<file path="config.mk">
export PLATFORM = sky130hd
export DESIGN_NAME = sm_msg_scheduler
export DESIGN_NICKNAME = d
export VERILOG_FILES = /design/src/rtl/sm_msg_scheduler.sv
export SDC_FILE = /design/constraint.sdc
export NUM_CORES = 1
export LEC_CHECK = 0
export CORE_ASPECT_RATIO = 1.75
export CORE_MARGIN = 2
export CORE_UTILIZATION = 60
export CTS_BUF_LIST = sky130_fd_sc_hd__clkbuf_4
export DETAILED_ROUTE_END_ITERATION = 10
export GPL_TIMING_DRIVEN = 0
export MAX_ROUTING_LAYER = met4
export PLACE_DENSITY = 0.94
export SYNTH_ARGS = -nofsm -noshare
export SYNTH_HDL_FRONTEND = slang
export SYNTH_SLANG_ARGS = --single-unit
</file>
<file path="constraint.sdc">
create_clock -name clk_50M -period 3 [get_ports clk_50M]
set_input_delay 0.3 -clock clk_50M [delete_from_list [all_inputs] [get_ports clk_50M]]
set_output_delay 0.3 -clock clk_50M [all_outputs]
set_load 0.02 [all_outputs]
</file>
<file path="src/rtl/sm_msg_scheduler.sv">
// sm_msg_scheduler: buffers message-event requests in a small FIFO and hands
// them one at a time to the XBee UART transmitter. Enforces a quiet gap between
// messages and a watchdog on each send. Reports drops, malformed requests and
// aborted sends.
module sm_msg_scheduler #(
  parameter int DEPTH          = 4,
  parameter int GAP_CYCLES     = 5000,
  parameter int TIMEOUT_CYCLES = 131072
) (
  input  logic                   clk_50M,
  input  logic                   rst,
  input  logic                   evt_valid,
  input  logic [1:0]             evt_msg_type,
  input  logic [1:0]             evt_field,
  input  logic [1:0]             evt_node_si,
  input  logic [1:0]             evt_color,
  output logic                   evt_ready,
  input  logic                   tx_complete,
  output logic                   tx_start,
  output logic [1:0]             msg_type,
  output logic [1:0]             field,
  output logic [1:0]             node_si,
  output logic [1:0]             color,
  output logic                   busy,
  output logic [$clog2(DEPTH):0] fifo_count,
  output logic                   overflow,
  output logic                   invalid,
  output logic                   timeout_err,
  output logic [7:0]             sent_count
);

  localparam int AW = $clog2(DEPTH);
  localparam int CW = AW + 1;
  localparam int TW = $clog2(TIMEOUT_CYCLES + 1);
  localparam int GW = $clog2(GAP_CYCLES + 1);

  localparam logic [CW-1:0] DEPTH_C      = CW'(DEPTH);
  localparam logic [TW-1:0] TIMEOUT_LAST = TW'(TIMEOUT_CYCLES - 1);
  localparam logic [GW-1:0] GAP_LAST     = GW'(GAP_CYCLES - 1);

  typedef enum logic [1:0] {
    S_IDLE = 2'd0,
    S_SEND = 2'd1,
    S_GAP  = 2'd2
  } state_t;

  state_t          state_q, state_d;
  logic [7:0]      mem_q [DEPTH];
  logic [7:0]      mem_d [DEPTH];
  logic [AW-1:0]   wr_ptr_q, wr_ptr_d;
  logic [AW-1:0]   rd_ptr_q, rd_ptr_d;
  logic [CW-1:0]   count_q, count_d;
  logic [7:0]      entry_q, entry_d;
  logic            tx_start_q, tx_start_d;
  logic            busy_q, busy_d;
  logic            overflow_q, overflow_d;
  logic            invalid_q, invalid_d;
  logic            timeout_q, timeout_d;
  logic [7:0]      sent_q, sent_d;
  logic [TW-1:0]   timer_q, timer_d;
  logic [GW-1:0]   gap_q, gap_d;

  logic            well_formed;
  logic            pop;
  logic            push;
  logic            ready;
  logic [7:0]      new_entry;

  // Request qualification: a pop frees a slot in the same cycle, so a full FIFO still accepts then
  always_comb begin
    well_formed = (evt_msg_type != 2'd0) && (evt_node_si != 2'd0) && (evt_color != 2'd0);
    pop         = (state_q == S_IDLE) && (count_q != '0);
    ready       = (count_q < DEPTH_C) || pop;
    push        = evt_valid && well_formed && ready;
    new_entry   = {evt_msg_type, evt_field, evt_node_si, evt_color};
  end

  // FIFO storage, pointers, occupancy and the two request-side sticky flags
  always_comb begin
    mem_d      = mem_q;
    wr_ptr_d   = wr_ptr_q;
    rd_ptr_d   = rd_ptr_q;
    count_d    = count_q;
    overflow_d = overflow_q;
    invalid_d  = invalid_q;
    if (evt_valid && !well_formed) begin
      invalid_d = 1'b1;
    end else if (evt_valid && !ready) begin
      overflow_d = 1'b1;
    end
    if (push) begin
      mem_d[wr_ptr_q] = new_entry;
      wr_ptr_d        = wr_ptr_q + AW'(1);
    end
    if (pop) begin
      rd_ptr_d = rd_ptr_q + AW'(1);
    end
    case ({push, pop})
      2'b10:   count_d = count_q + CW'(1);
      2'b01:   count_d = count_q - CW'(1);
      default: count_d = count_q;
    endcase
  end

  // Sequencer: pop into the field registers, hold tx_start until done or watchdog, then a quiet gap
  always_comb begin
    state_d   = state_q;
    entry_d   = entry_q;
    timer_d   = timer_q;
    gap_d     = gap_q;
    sent_d    = sent_q;
    timeout_d = timeout_q;
    case (state_q)
      S_IDLE: begin
        if (pop) begin
          entry_d = mem_q[rd_ptr_q];
          timer_d = '0;
          state_d = S_SEND;
        end
      end
      S_SEND: begin
        if ((timer_q != '0) && tx_complete) begin
          sent_d  = sent_q + 8'd1;
          gap_d   = '0;
          state_d = S_GAP;
        end else if (timer_q == TIMEOUT_LAST) begin
          timeout_d = 1'b1;
          gap_d     = '0;
          state_d   = S_GAP;
        end else begin
          timer_d = timer_q + TW'(1);
        end
      end
      S_GAP: begin
        if (gap_q == GAP_LAST) begin
          state_d = S_IDLE;
        end else begin
          gap_d = gap_q + GW'(1);
        end
      end
      default: state_d = S_IDLE;
    endcase
    tx_start_d = (state_d == S_SEND);
    busy_d     = (state_d != S_IDLE);
  end

  // All state registers, cleared together by synchronous reset
  always_ff @(posedge clk_50M) begin
    if (rst) begin
      state_q    <= S_IDLE;
      mem_q      <= '{default: '0};
      wr_ptr_q   <= '0;
      rd_ptr_q   <= '0;
      count_q    <= '0;
      entry_q    <= '0;
      tx_start_q <= 1'b0;
      busy_q     <= 1'b0;
      overflow_q <= 1'b0;
      invalid_q  <= 1'b0;
      timeout_q  <= 1'b0;
      sent_q     <= '0;
      timer_q    <= '0;
      gap_q      <= '0;
    end else begin
      state_q    <= state_d;
      mem_q      <= mem_d;
      wr_ptr_q   <= wr_ptr_d;
      rd_ptr_q   <= rd_ptr_d;
      count_q    <= count_d;
      entry_q    <= entry_d;
      tx_start_q <= tx_start_d;
      busy_q     <= busy_d;
      overflow_q <= overflow_d;
      invalid_q  <= invalid_d;
      timeout_q  <= timeout_d;
      sent_q     <= sent_d;
      timer_q    <= timer_d;
      gap_q      <= gap_d;
    end
  end

  assign evt_ready   = ready;
  assign tx_start    = tx_start_q;
  assign msg_type    = entry_q[7:6];
  assign field       = entry_q[5:4];
  assign node_si     = entry_q[3:2];
  assign color       = entry_q[1:0];
  assign busy        = busy_q;
  assign fifo_count  = count_q;
  assign overflow    = overflow_q;
  assign invalid     = invalid_q;
  assign timeout_err = timeout_q;
  assign sent_count  = sent_q;

endmodule

</file>
Word level (Yosys, flattened, before mapping). Index checks and enable logic that the tools add are counted.

Eq/ne operators: 12. Reductions and logical operators: 28. Bitwise gates (word level): 4. Order comparisons: 4. Add/subtract/negate cells: 7. Multiplexer cells: 20.

Operators by type and width (number): 18-bit two-way mux (3); 13-bit two-way mux (3); 18-bit case mux with 2 select lines (1); 32-bit bitwise mux (1); 13-bit case mux with 2 select lines (1); 8-bit two-way mux (3); 18-bit by 1-bit adder with 18-bit output, second input constant (1); 18-bit by 17-bit == test with 1-bit output, second input constant (1); 18-bit nonzero test (1); 8-bit binary-select mux with 2-bit select (1); 8-bit demux with 2-bit select (1); 2-bit nonzero test (7); 13-bit by 1-bit adder with 13-bit output, second input constant (1); 13-bit == test, second input constant (1); 1-bit logical AND (9); 8-bit by 1-bit adder with 8-bit output, second input constant (1); 2-bit two-way mux (4); 2-bit != test, second input constant (4); 2-bit by 1-bit == test with 1-bit output, second input constant (3); 3-bit greater-or-equal comparator, second input constant (2); 2-bit NOT with 3-bit output (2); 2-bit case mux with 3 select lines (1); 3-bit case mux with 2 select lines (1); 2-bit AND reduction (3); 14 further kinds (19).

Bits in registers: 93. Logic and storage cells: 92.

Longest topological paths before layout. Gate-level depths: netlist (run 1).

Depth in word-level cells: 7. Gate-level depth with buffers: 12. Depth with buffers taken out: 10.

Worst setup path before layout (run 1). OpenSTA, ideal clock, no wires.

Path type: reg2reg. Start point: reg state_q[1]. End point: reg count_q[2], in the netlist fifo_count[2]. Arrival time: 2681 ps. Path buffers: 2. Clock period less this slack: 2752 ps. Stages on the path, launching flop included: 12. Setup time: 70 ps. Setup slack: 248 ps. Path through: dfxtp_1 > o21ai_0 > and3_1 > buf_2 > buf_1 > inv_1 > ha_1 > inv_1 > fa_1 > xor2_1 > or3_1 > a21oi_1.

Longest elaborated chain between the ends: 6. Elaborated cells between the ends (all ways): 8. Those cells by class: eq/ne (2); mux (1); reduce/logical (5).

Ends and longest elaborated chain: from (decl) (RTL line 47) `state_t state_q, state_d;`; from (signal assigned) (RTL line 165) `state_q <= state_d;`; 2-bit zero test * (RTL line 72) `pop = (state_q == S_IDLE) && (count_q != '0);`; 1-bit logical AND * (RTL line 72); 1-bit logical OR * (RTL line 73) `ready = (count_q < DEPTH_C) || pop;`; via evt_ready (RTL line 17) `output logic evt_ready,`; 1-bit logical AND * (RTL line 74) `push = evt_valid && well_formed && ready;`; 2-bit by 1-bit == test with 1-bit output or 2-bit == test (tied branches) (RTL line 98) `case ({push, pop})`; 3-bit case mux with 2 select lines or 2-bit nonzero test (tied branches); to (signal assigned) (RTL line 169) `count_q <= count_d;`; to (decl) (RTL line 52) `logic [CW-1:0] count_q, count_d;`.

Mark *: on every way through the listed nets, which the timed path passes. The rest lies on a longest branch. A chain may end at the register's enable or synchronous reset.

Worst setup path in the final report (run 1).
Start point: reg state_q[1]. End point: reg count_q[2], in the netlist fifo_count[2].

Longest elaborated chain between the ends: 6. Elaborated cells between the ends (all ways): 8. Those cells by class: eq/ne (2); mux (1); reduce/logical (5).

Ends and longest elaborated chain (RTL line): 2-bit zero test * (72); 1-bit logical AND * (72); 1-bit logical OR (73); 1-bit logical AND (74); 2-bit by 1-bit == test with 1-bit output or 2-bit == test (tied branches) (98); 3-bit case mux with 2 select lines or 2-bit nonzero test (tied branches).

Every way passes the cells marked *; elsewhere a longest branch is shown, timed or not.

==> metrics.md, run 1 <==
| Metric | Value |
|---|---|
| Status | `completed` |
| Slew @ Worst Pin | `0.785 ns` |
| Via density | `roughly 6.4` |
| Worst Hold Depth | `2` |
| Hpwl dp | `8400 microns` |
| Initial antenna violation count | `0` |
| Worst hold margin | `0.252 ns` |
| Top_reg_cell synth | `dfxtp_1` |
| Layout cells sized above 1 | `0.0857` |
| Pre-Repair DR Iteration Count | `6` |
| Seq/Total Area, Yosys | `0.429` |
| Root Driver | `clkbuf_4` |
| Die height | `roughly 120 microns` |
| Post-synthesis cell area | `between 4000 and 5000 sq um` |
| Antenna viol nets, final | `0` |
| #FFs+latches synth | `between 90 and 100` |
| R2r setup slk | `approximately 0.35 ns` |
| Drc violations | `0` |
| Post-synthesis adder-cell area fraction | `0.0305` |
| CP delay by family, top | `simple AND/OR/NAND/NOR gates` |
| Post-synth ARST share | `0` |
| Die X | `between 60 and 70 microns` |
| Most used cell, CP | `inv_1` |
| Htree depth | `3` |
| Commonest non-fill, non-tap cell in the layout | `dfxtp_1` |
| Total core area | `~7100 sq um` |
| Clk pin slew, worst setup/hold paths | `about 0.14 ns` |
| Crit path buffers/inverters | `3` |
| Final hold violations | `0` |
| Syn Nets | `544` |
| GR Overflow Total | `0` |
| Leading cell types in the layout, fill and taps excluded | `93 x dfxtp_1, 72 x nand2_1, 72 x a21oi_1` |
| DRT Wirelength | `about 11,000 microns` |
| Max cap viols | `0` |
| Post-synth EDFFs | `0` |
| First-pass GRT wire length | `about 19,000 microns` |
| Clock Tree Buf Depth | `2` |
| R2R depth | `10` |
| Crit-path max FO | `19` |
| Post-route clock period utilization | `0.882` |
| Crit end category | `flop` |
| Critical R2R Launch | `state_q[1]` |
| CP arrival | `3.05 ns` |
| # setup viols final | `0` |
| Worst-Skew Late Latency | `0.49 ns` |
| Yosys cell types | `53` |
| Via count | `~4,200` |
| Worst R2R End | `fifo_count[2]` |
| Syn Area/Cell | `~8.3 sq um` |
| CTS tree | `done` |
| HP Start | `rst` |
| Worst Hold Endpoint | `gap_q[12]` |
| VDD IR max | `~0.43 mV` |
| Yosys warning count | `0` |
| Diodes inserted | `0` |
| Simple-Gate Fraction of Synth Area | `0.263` |
| Leakage power | `around 1.6 nW` |
| Overall die area | `a little under 8000 sq um` |
| Normalized max-slew margin | `0.477` |
| # fillers | `approximately 560` |
| Wire length per cell | `17.1 microns` |
| Worst min path class | `primary input to flop` |
| Main combinational cell family by area after synthesis | `simple AND/OR/NAND/NOR gates` |
| Post-synthesis mux area share | `0.0461` |
| Final #Nets | `about 590` |
| Worst EP required | `3.41 ns` |
| Total track usage | `0.319` |
| Final Wtd Congestion | `0.957` |
| Fmax | `378 MHz` |
| Port bufs | `35` |
| Post-synthesis compound-gate area fraction | `0.169` |
| Inserted Clock Buffers | `9` |
| RSZ-0062 raised after global routing | `no` |
| Clock Sink Count | `between 90 and 100` |
| Critical path startpoint category | `flop` |
| Initial DRC count | `375` |
| Fin util | `0.689` |
| Max-slew violations | `0` |
| Vias in the first global route | `around 4,100` |
| XOR/XNOR share of the synthesized area | `0.0242` |
| Clk_skew | `0.0213 ns` |
| Area Growth Syn to Fin | `13.2%` |
| Crit-path max cell delay | `about 0.42 ns` |
| Power Dens Cells | `slightly below 600 nW/um^2` |
| Post-CTS setup buffers | `0` |
| Largest net degree at the start of global routing | `17` |
| Io pins | `37` |
| Final min period | `approximately 2.6 ns` |
| Syn Inst Count | `between 500 and 600` |
| Crit Path Category | `flop to flop` |
| Cell Chain, Critical Path | `o21ai_0, and3_1, buf_2, inv_1, ha_1, inv_1, fa_1, xor2_1, or3_1, a21oi_1` |
| Slowest stage cell, crit path | `o21ai_0` |
| Initial core utilization | `0.609` |
| # rows | `a little over 40` |
==> synthesized netlist by cell type, types with 2 or more instances <==
cell type | n | area, sq um
dfxtp_1 | 93 | 1860
a21oi_1 | 72 | 360
nand2_1 | 72 | 270
nor2_1 | 52 | 195
nand3_1 | 45 | 225
clkbuf_1 | 20 | 75.1
o21ai_0 | 20 | 100
nor3_1 | 13 | 65.1
a31oi_1 | 11 | 68.8
inv_1 | 11 | 41.3
and3_1 | 10 | 62.6
ha_1 | 9 | 113
nand4_1 | 9 | 56.3
xor2_1 | 9 | 78.8
mux4_2 | 8 | 180
a311oi_1 | 5 | 43.8
buf_2 | 4 | 20.0
nand3b_1 | 4 | 30.0
nor3_2 | 4 | 40.0
or3_1 | 4 | 25.0
a21o_1 | 3 | 22.5
buf_1 | 3 | 11.3
xnor2_1 | 3 | 26.3
a21oi_2 | 2 | 17.5
a311oi_2 | 2 | 30.0
a41oi_1 | 2 | 17.5
and4_1 | 2 | 17.5
mux2i_1 | 2 | 20.0
nand2b_1 | 2 | 12.5
nor2b_1 | 2 | 12.5
nor4_1 | 2 | 12.5
==> layout make-up <==
class / instances / area, sq um / share of cell area
clock inverters: 7 / 51.3 / 0.0104
flip-flops and latches: 93 / 1860 / 0.379
multi-input cells: 389 / 2310 / 0.471
inverters: 11 / 41.3 / 0.00840
repair buffers: 35 / 350 / 0.0713
well taps: 86 / 108 / 0.0219
plain buffers: 28 / 123 / 0.0249
clock buffers: 9 / 67.6 / 0.0137
==> per-layer routing <==
layer | track usage | vias up | wire [microns]
met1 | 0.310 | 1969 | 3910
li1 | - | 1947 | -
met4 | 0.212 | 0 | 607
met5 | - | - | 0
met2 | 0.550 | 197 | 6150
met3 | 0.0665 | 67 | 599
==> registers in the layout, indices dropped and copies added, names as in the netlist <==
name         flops
wr_ptr_q         2
mem_q           32
entry_q          8
rd_ptr_q         2
overflow         1
busy             1
gap_q           13
state_q          2
timeout_err      1
fifo_count       3
invalid          1
sent_count       8
tx_start         1
timer_q         18
==> power by group <==
part / switching [W] / internal [W] / total [W] / leakage, nW
sequential: 0.0000592 / 0.00131 / 0.00137 / 0.752
clock: 0.000455 / 0.000170 / 0.000625 / 0.0522
combinational: 0.000596 / 0.000319 / 0.000916 / 0.828
total: 0.00111 / 0.00180 / 0.00291 / 1.63
==> stage by stage <==
step	worst slack, ns	total power, W	instances	cell area [sq um]	TNS, ns
2_1_floorplan	0.248	0.00199	522	4340	0
3_5_place_dp	-0.281	0.00229	643	4800	-0.523
6_report	0.353	0.00291	658	4920	0
4_1_cts	0.0610	0.00289	659	4920	0
3_3_place_gp	-0.198	0.00224	643	4800	-0.342
5_1_grt	0.178	0.00305	658	4920	0
==> cell families after synthesis <==
logic type | count (synthesis)
simple gates | 233
compound gates | 124
flops | 93
buf+inv | 40
xor+xnor | 12
mux | 10
fa+ha+maj | 10
==> worst register-to-register path, delay by kind of cell (launching register included) <==
kind,cells,cell delay [ns]
buf+inv,3,0.54
fa+ha+maj,2,0.39
xor+xnor,1,0.07
simple gates,2,0.61
compound gates,2,0.57
flops,1,0.40
==> worst max-delay path by stage <==
| stage | cells past startpoint | start | slack (ns) | to |
|---|---|---|---|---|
| after floorplan | 11 | state_q[1] | 0.25 | fifo_count[2] |
| after global placement | 13 | evt_node_si[1] | -0.20 | fifo_count[2] |
| after detailed placement | 13 | evt_node_si[1] | -0.28 | fifo_count[2] |
| after CTS | 11 | state_q[1] | 0.06 | fifo_count[2] |
| after global routing | 10 | fifo_count[0] | 0.18 | fifo_count[2] |
| final | 10 | state_q[1] | 0.35 | fifo_count[2] |
==> repair_timing <==
item,in CTS,in global routing
endpoints found under the hold margin,0,0
resized for setup,0,1
hold buffers,0,0
setup endpoints to repair,0,2
Power figures use the tool's default switching activity.
==> run 2, diff against run 1 <==
- DONT_BUFFER_PORTS: default -> 1
- PLACE_DENSITY: 0.94 -> 0.88
==> run 2 against run 1 <==
Critical path depth shrank 1. Register-to-register slack got worse by 0.09 ns. Sequential power increased by 3%. Worst setup slack worse by 0.093 ns. Cell count is 4.1% lower. Sequential share of layout area is 1.8 points higher. Cell area down 4.4%. Total power grew 2.7%. Global-route usage fell by 0.39 points. Fmax fell by 3.4%. Hold slack got worse by 0.21 ns.
==> metrics.md, run 2 (synthesis results as in run 1) <==
| Metric | Value |
|---|---|
| Htree depth | `3 (unchanged)` |
| Commonest non-fill, non-tap cell in the layout | `dfxtp_1 (unchanged)` |
| Crit end category | `flop (unchanged)` |
| Vias in the first global route | `4,020 (was 4,120)` |
| Clk pin slew, worst setup/hold paths | `0.14 ns (about the same)` |
| Io pins | `37 (unchanged)` |
| DP Area | `4450 sq um (was 4800 sq um)` |
| Max-slew violations | `0 (unchanged)` |
| Diodes inserted | `0 (unchanged)` |
| Antenna viol nets, final | `0 (unchanged)` |
| Crit. path cell count | `9 (was 10)` |
| Die height | `117 microns (unchanged)` |
| CP arrival | `3.14 ns (was 3.05 ns)` |
| DRT Wirelength | `11,100 microns (was 11,300 microns)` |
| Final instance area | `4700 sq um (was 4920 sq um)` |
| Final Wtd Congestion | `0.920 (was 0.957)` |
| Fin util | `0.659 (was 0.689)` |
| # setup viols final | `0 (unchanged)` |
| Die X | `68.3 microns (unchanged)` |
| Crit path buffers/inverters | `2 (was 3)` |
| GR Layer Usage met3 | `0.0742 (was 0.0665)` |
| Sequential cell area | `1860 sq um (about the same)` |
| Slew @ Worst Pin | `0.821 ns (was 0.785 ns)` |
| Worst Hold Depth | `2 (unchanged)` |
| Most flop-heavy register | `mem_q (unchanged)` |
| Post-CTS setup buffers | `0 (unchanged)` |
| Wire length per cell | `17.6 microns (was 17.1 microns)` |
| Final min period | `2.74 ns (was 2.65 ns)` |
| Root Driver | `clkbuf_4 (unchanged)` |
| Clock Sink Count | `93 (unchanged)` |
| CTS tree | `done (unchanged)` |
| Max reg flops | `32 (unchanged)` |
| Int Pwr | `0.00193 W (was 0.00180 W)` |
| Via count | `4,043 (was 4,180)` |
| Comb power frac | `0.263 (was 0.315)` |
| Worst-Skew Late Latency | `0.47 ns (was 0.49 ns)` |
| Largest net degree at the start of global routing | `15 (was 17)` |
| Clk_skew | `0.0164 ns (was 0.0213 ns)` |
| Drc violations | `0 (unchanged)` |
| R2R depth | `9 (was 10)` |
| # fillers | `583 (was 561)` |
| Power Dens Cells | `635 nW/um^2 (was 591 nW/um^2)` |
| Leading cell types in the layout, fill and taps excluded | `92 x dfxtp_1, 72 x nand2_1, 72 x a21oi_1 (was 93 x dfxtp_1, 72 x nand2_1, 72 x a21oi_1)` |
| Final hold violations | `0 (unchanged)` |
| Initial antenna violation count | `0 (unchanged)` |
| Area Growth Syn to Fin | `8.24% (was 13.2%)` |
| Critical path startpoint category | `flop (unchanged)` |
| Total core area | `7130 sq um (unchanged)` |
| Pre-Repair DR Iteration Count | `5 (was 6)` |
| Leakage power | `1.58 nW (was 1.63 nW)` |
| GRT busiest layer | `met2 (unchanged)` |
| Hpwl dp | `8010 microns (was 8400 microns)` |
| Clock Tree Buf Depth | `2 (unchanged)` |
| Slowest stage cell, crit path | `dfxtp_1 (was o21ai_0)` |
| Final setup margin | `0.260 ns (was 0.353 ns)` |
| Initial core utilization | `0.609 (unchanged)` |
| Sw Ratio | `0.352 (was 0.382)` |
| CP delay by family, top | `simple AND/OR/NAND/NOR gates (unchanged)` |
| Overall die area | `7960 sq um (unchanged)` |
| Setup Slack @ Placement | `-0.252 ns (was -0.281 ns)` |
| Normalized max-slew margin | `0.453 (was 0.477)` |
| GR Overflow Total | `0 (unchanged)` |
| Inserted Clock Buffers | `9 (unchanged)` |
| Initial DRC count | `297 (was 375)` |
| # rows | `41 (unchanged)` |
| Clock power share | `0.263 (was 0.215)` |
| Crit-path max cell delay | `0.56 ns (was 0.42 ns)` |
| Via density | `6.41 (was 6.35)` |
| Worst min path class | `primary input to flop (unchanged)` |
| Status | `completed (unchanged)` |
| Fmax | `365 MHz (was 378 MHz)` |
| Max cap viols | `0 (unchanged)` |
| Global routing met1 resource utilization | `0.314 (was 0.310)` |
| Port bufs | `0 (was 35)` |
| Switching pwr | `0.00105 W (was 0.00111 W)` |
| Total track usage | `0.315 (was 0.319)` |
| Final #Nets | `562 (was 589)` |
| RSZ-0062 raised after global routing | `no (unchanged)` |
| Crit-path max FO | `13 (was 19)` |
| First-pass GRT wire length | `18,500 microns (about the same)` |
| Layout cells sized above 1 | `0.0936 (was 0.0857)` |
| VDD IR max | `0.404 mV (was 0.431 mV)` |
| Met2 GRT Util | `0.548 (was 0.550)` |
| Crit Path Category | `flop to flop (unchanged)` |
| Largest regs | `mem_q: 32 flops, timer_q: 18 flops, gap_q: 13 flops (unchanged)` |
| Post-route clock period utilization | `0.913 (was 0.882)` |
| Sequential power share | `0.474 (was 0.470)` |
| Worst EP required | `3.40 ns (was 3.41 ns)` |
| Multi-input combinational cell area | `2320 sq um (was 2310 sq um)` |
| Cell Chain, Critical Path | `nor3_1, or3_1, inv_1, ha_1, inv_1, fa_1, xor2_1, or3_1, a21oi_1 (was o21ai_0, and3_1, buf_2, inv_1, ha_1, inv_1, fa_1, xor2_1, or3_1, a21oi_1)` |
run 2: worst reg2reg max path: stages, from the launching register on:
cell and delay (ns):
dfxtp_1 0.56, nor3_1 0.12, or3_1 0.34, inv_1 0.37, ha_1 0.27, inv_1 0.06, fa_1 0.37, xor2_1 0.16
or3_1 0.30, a21oi_1 0.14
run 2: per-layer routing:
metal / part of all wire / vias up
met5: 0 / -
met4: 0.041 / 0
met3: 0.053 / 39
met2: 0.55 / 158
met1: 0.36 / 1941
li1: - / 1905
run 2: per-stage QoR:
step	hold WS (ns)	setup TNS [ns]	std cells	power, W
floorplan	0.433	0	522	0.00199
global placement	0.439	-0.323	608	0.00216
detailed placement	0.447	-0.482	608	0.00220
CTS	0.0311	0	633	0.00298
global route	0.0446	0	631	0.00314
finish	0.0399	0	631	0.00298
run 2: power by group through the flow:
stage | Clock (W) | Combinational [W] | Sequential (W)
after global placement | 0 | 0.000734 | 0.00143
final | 0.000784 | 0.000786 | 0.00141
after CTS | 0.000790 | 0.000783 | 0.00141
after detailed placement | 0 | 0.000766 | 0.00144
after floorplan | 0 | 0.000572 | 0.00142
after global routing | 0.000848 | 0.000864 | 0.00142
run 2: worst paths after layout:
check / startpoint / slack, ns / endpoint
worst max-delay path: fifo_count[0] / 0.26 / fifo_count[2]
worst min register to register: mem_q[15] / 0.46 / mem_q[15]
worst max register to register: fifo_count[0] / 0.26 / fifo_count[2]
worst min-delay path: evt_valid / 0.04 / overflow
run 2: cell type report:
type                       instances  area share
timing repair buffer               9      0.0192
multi-input combinational        389       0.493
inverter                          11     0.00879
tap                               86      0.0229
clock inverter                     4      0.0154
buffer                            27      0.0250
clock buffer                      12      0.0192
sequential                        93       0.396
run 2: what timing repair did:
item,4_1_cts,5_1_grt
hold endpoints to repair,33,0
resized for setup,2,1
hold buffers,9,0
endpoints found under the setup margin,2,1
